File: src/rtl/alu_arbiter.sv
// rtl/alu_arbiter.sv - round-robin arbiter sequencing NUM_REQ requesters onto one registered 1-bit ALU
module alu_arbiter #(
  parameter int NUM_REQ = 2,
  localparam int IDW = $clog2(NUM_REQ)
) (
  input  logic                 clk,
  input  logic                 rst_n,
  input  logic [NUM_REQ-1:0]   req_valid,
  input  logic [NUM_REQ-1:0]   req_a,
  input  logic [NUM_REQ-1:0]   req_b,
  input  logic [2*NUM_REQ-1:0] req_sel,
  output logic [NUM_REQ-1:0]   req_ready,
  output logic                 alu_a,
  output logic                 alu_b,
  output logic [1:0]           alu_sel,
  input  logic                 alu_out,
  output logic                 resp_valid,
  output logic                 resp_data,
  output logic [IDW-1:0]       resp_id,
  input  logic                 resp_ready,
  output logic                 busy
);

  localparam logic [1:0] S_IDLE = 2'd0;
  localparam logic [1:0] S_EXEC = 2'd1;
  localparam logic [1:0] S_CAPT = 2'd2;
  localparam logic [1:0] S_RESP = 2'd3;

  logic [1:0]     state;
  logic [IDW-1:0] ptr;
  logic           gnt_any;
  logic [IDW-1:0] gnt_idx;
  logic [IDW-1:0] cand;

  // Search starts just past the last winner so it gets lowest priority.
  always_comb begin
    gnt_any = 1'b0;
    gnt_idx = '0;
    cand    = '0;
    for (int k = 1; k <= NUM_REQ; k++) begin
      cand = IDW'((int'(ptr) + k) % NUM_REQ);
      if (!gnt_any && req_valid[cand]) begin
        gnt_any = 1'b1;
        gnt_idx = cand;
      end
    end
  end

  always_comb begin
    req_ready = '0;
    if (rst_n && state == S_IDLE && gnt_any)
      req_ready = NUM_REQ'(1) << gnt_idx;
  end

  assign busy = (state != S_IDLE);

  always_ff @(posedge clk or negedge rst_n) begin
    if (!rst_n) begin
      state      <= S_IDLE;
      ptr        <= IDW'(NUM_REQ - 1);
      alu_a      <= 1'b0;
      alu_b      <= 1'b0;
      alu_sel    <= 2'b00;
      resp_valid <= 1'b0;
      resp_data  <= 1'b0;
      resp_id    <= '0;
    end else begin
      case (state)
        S_IDLE: begin
          if (gnt_any) begin
            alu_a   <= req_a[gnt_idx];
            alu_b   <= req_b[gnt_idx];
            alu_sel <= req_sel[{gnt_idx, 1'b0} +: 2];
            resp_id <= gnt_idx;
            ptr     <= gnt_idx;
            state   <= S_EXEC;
          end
        end
        // ALU registers its inputs on this edge; result is ready one edge later.
        S_EXEC: state <= S_CAPT;
        S_CAPT: begin
          resp_data  <= alu_out;
          resp_valid <= 1'b1;
          state      <= S_RESP;
        end
        S_RESP: begin
          if (resp_ready) begin
            resp_valid <= 1'b0;
            state      <= S_IDLE;
          end
        end
        default: state <= S_IDLE;
      endcase
    end
  end

endmodule

File: config.mk
export PLATFORM = sky130hd
export DESIGN_NAME = alu_arbiter
export DESIGN_NICKNAME = d
export VERILOG_FILES = /design/src/rtl/alu_arbiter.sv
export SDC_FILE = /design/constraint.sdc
export NUM_CORES = 1
export LEC_CHECK = 0
export ABC_CLOCK_PERIOD_IN_PS = 1500
export CORE_MARGIN = 2
export CORE_UTILIZATION = 35
export DETAILED_ROUTE_END_ITERATION = 10
export PLACE_DENSITY = 0.77
export SETUP_SLACK_MARGIN = 0.05
export SLEW_MARGIN = 40
export SYNTH_ARGS = -nofsm -noshare
export SYNTH_HDL_FRONTEND = slang
export SYNTH_SLANG_ARGS = --single-unit
File: constraint.sdc
create_clock -name clk -period 1.5 [get_ports clk]
set_input_delay 0.15 -clock clk [delete_from_list [all_inputs] [get_ports clk]]
set_output_delay 0.15 -clock clk [all_outputs]
set_load 0.05 [all_outputs]
==> results by stage <==
Clocking:
- In this run the number of H-tree levels came out at 1.
- The number of hold-repair buffers added at the cts stage is 0.
- The number of clock buffers added by TritonCTS is 3.
- The sink count of the clock tree is 10.
- The clock latency of the later-clocked register in the worst-skew pair is ~270 ps.
- The longest clock path from root to sink contains 2 buffers.
- The CTS tree is yes.
- CTS placed an instance of clkbuf_4 at the clock tree root.
- The clock transition at the register clock pins on the worst setup and hold paths after CTS is 70 ps.

Power:
- Of the total power, the clock network draws 0.113.
- For this design the total switching power over the nets is 0.000960 W.
- Of the total power, the share spent switching nets is 0.442.
- The share of total power dissipated in combinational logic is 0.656.
- The sequential cell fraction of total power is 0.231.
- For this design the static power due to leakage is 0.454 nW.
- The power density over the cells is 2300 nW/um^2.
- The worst-case vdd ir drop is 1150 uV.
- The total internal power is between 0.001 and 0.0015 W.

Yosys:
- The share of the yosys chip area belonging to registers is 0.471.
- The cell area that synthesis handed to floorplanning was 534 sq um.
- In the synthesized netlist the dominant register cell turns out to be dfrtp_1.
- Yosys instantiated no cell more often than dfrtp_1.
- After synthesis, the most frequently instantiated cells are 9 x dfrtp_1, 6 x nor2_1, 5 x a21oi_1, 5 x inv_1, 5 x mux2i_1.
- After synthesis the netlist holds a flip-flop and latch count of 10.
- In this run the mean area of a mapped cell was 10.9 sq um.
- The post-synth net total is between 60 and 70.
- In the post-synthesis netlist, the biggest area contributors are dfrtp_1 42%, ha_1 9.4%, mux2i_1 9.4%, dfstp_2 4.9%, a21oi_1 4.7%.
- The cell accounting for the most synthesized area is dfrtp_1.
- Counting flops with a built-in enable in the synthesized netlist gives 0.
- The number of cells produced by synthesis is between 40 and 50.
- In the synthesized netlist the async set-or-reset flop fraction comes to 1.00.
- The top cell type's share of synthesized area is 0.422.
- The distinct cell type count of the synthesized netlist is 19.
- The synthesis warning total is 0.

STA:
- Clock skew on the completed layout was measured at approximately 1.1 ps.
- The actual transition at the worst max-transition pin is ~220 ps.
- Setup slack on the critical path of the routed design comes to -30.0 ps.
- Measured against its own limit, the worst slew margin works out to 0.852.
- Summed over all failing endpoints, the final setup total negative slack is -49.7 ps.
- The tightest hold path in the finished design has a slack of 257 ps.
- The total count of max-transition violations in the final report is 0.
- Setup repair after global routing could not meet its margin everywhere.
- The timing-limited maximum frequency is 654 MHz.
- The time the worst path needs with I/O delays and setup is 1530 ps.
- The final cycle utilization of the critical path is 1.02.
- Setup violations remaining at the end of the flow were counted as 2.
- The number of hold violations in the final report came to 0.

Worst setup path:
- The worst endpoint data arrival time is 1380 ps.
- The kind of launch point of the worst setup path is a flop.
- The endpoint identified for the worst register-to-register timing path is state[1].
- The setup slack on the worst flop-to-flop path is -20 ps.
- The launch instance of the worst register-to-register path is state[1].
- The type of destination of the critical path is an output pin.
- The worst register-to-register path has a depth of 6.
- The critical path class is flop to output pin.
- The worst-path maximum fanout is 5.
- The critical path required time is 1350 ps.

Global routing:
- Global routing finished with a remaining overflow of 0.
- The first global-routing pass estimated 2100 um of wire.
- The aggregate global-route resource usage is 0.161.
- The number of antenna violations at the first check in global routing is 0.
- The number of global-route vias before repair was 472.
- The pin count of the biggest net entering global routing is 10.

Placement:
- The number of I/O port buffers is 23.
- Routability-driven placement finished with a final weighted congestion of ~0.77.
- Summed over all nets, the half-perimeter wirelength after detailed placement is 933 um.
- At the placement stage, the worst setup path has a slack of -7.44 ps.

Detailed routing:
- The DRC violation total after the first TritonRoute iteration is 6.
- The detail-routed net length per standard cell is ~12 um.
- The overall via count from detail_route is 500.
- The number of remaining DRC errors is 0.
- The pre-antenna-repair detailed-routing pass consisted of 4 iterations.
- The via density per instance is 4.81.
- Summed over all layers, the routed wires come to 1290 um.
- The number of routed nets with antenna violations is 0.

Floorplanning:
- The horizontal die dimension is 43.1 um.
- The site row count is 14.
- The total die area is around 1900 sq um.
- The initial cell density of the core is 0.363.
- The number of top-level pins is 24.
- The floorplan step set the die height to ~43 um.
- The area of the core is 1470 sq um.

Outcome:
- The checks that failed: negative setup slack.
- The flow ran to the end, but the final reports show violations.

Hold path:
- The worst hold path class is input pin to asynchronous set/reset pin.

Final layout:
- The net total in the final layout is approximately 110.
- 0 antenna diodes ended up in the layout.
- The fraction of final layout cells with drive strength greater than 1 is 0.432.
- Compared with the post-synthesis result, the final layout area differs by 77.0%.

Run:
- Across the run, the number of max-cap violations was 0.
## timing repair
item                       in CTS  in global routing
buffers inserted                4                  3
setup endpoints to repair       3                  4
pin swaps                       2                  1
resized for setup               1                  0
## routing by layer
| metal | track usage | share of wire | vias to the layer above |
|---|---|---|---|
| li1 | - | - | 249 |
| met1 | 0.176 | 0.42 | 232 |
| met2 | 0.273 | 0.50 | 16 |
| met3 | 0.0766 | 0.063 | 3 |
| met4 | 0.0545 | 0.011 | 0 |
| met5 | 0 | 0 | - |
## area by class of cell
| cell class | count | area, sq um |
|---|---|---|
| Clock buffer | 4 | 36.3 |
| Fill cell | 117 | 526 |
| Inverter | 6 | 25.0 |
| Multi-Input combinational cell | 32 | 273 |
| Sequential cell | 10 | 251 |
| Tap cell | 16 | 20.0 |
| Timing Repair Buffer | 36 | 340 |
## cells by family (layout without fill, tap and decap cells)
kind of cell	Yosys count	in the layout	synth area share
buffers and inverters	7	46	0.0515
adder cells (fa/ha/maj)	4	4	0.0937
multiplexers	7	7	0.143
AO/OA/AOI/OAI	11	11	0.159
AND/OR/NAND/NOR	10	10	0.0820
flip-flops	10	10	0.471
## through the flow
step / total power [W] / utilization / cell area [sq um] / std cells
after global placement: 0.00175 / 0.580 / 853 / 93
final: 0.00217 / 0.643 / 946 / 104
after detailed placement: 0.00177 / 0.580 / 853 / 93
after floorplan: 0.00134 / - / 551 / 49
after CTS: 0.00211 / 0.628 / 923 / 101
after global routing: 0.00231 / 0.643 / 946 / 104
## power by group through the flow
| stage | clock, W | combinational, W | sequential [W] |
|---|---|---|---|
| after floorplan | 0 | 0.000525 | 0.000814 |
| after global placement | 0 | 0.00125 | 0.000504 |
| after detailed placement | 0 | 0.00127 | 0.000505 |
| after CTS | 0.000255 | 0.00135 | 0.000500 |
| after global routing | 0.000276 | 0.00151 | 0.000518 |
| final | 0.000245 | 0.00142 | 0.000502 |
## worst max-delay path: stages (launching register included)
cell     delay [ps]
dfrtp_1         400
inv_2            90
ha_4            150
o21a_1          140
and3_4          200
buf_12          130
## state kept, by name, summed over array words and instances, names as in the netlist
| register | cells |
|---|---|
| alu_sel | 2 |
| ptr | 1 |
| alu_b | 1 |
| resp_data | 1 |
| alu_a | 1 |
| resp_valid | 1 |
| state | 2 |
| resp_id | 1 |
## worst max-delay path by stage
stage,from,endpoint
floorplan,state[0],state[1]
global placement,req_valid[1],alu_b
detailed placement,req_valid[1],alu_sel[1]
CTS,state[1],req_ready[0]
global route,state[1],req_ready[0]
finish,state[1],req_ready[0]
## placed cells by master (no fill, tap or decap), types with 2 or more instances in the layout
| master | n |
|---|---|
| mux2i_1 | 5 |
| buf_4 | 20 |
| clkbuf_4 | 3 |
| nor2_1 | 6 |
| a21oi_1 | 5 |
| nand2_1 | 2 |
| ha_1 | 3 |
| inv_1 | 3 |
| o22ai_1 | 2 |
| inv_2 | 2 |
| dfrtp_1 | 9 |
| buf_12 | 3 |
| clkdlybuf4s50_1 | 13 |
(Power assumes the default switching activity.)
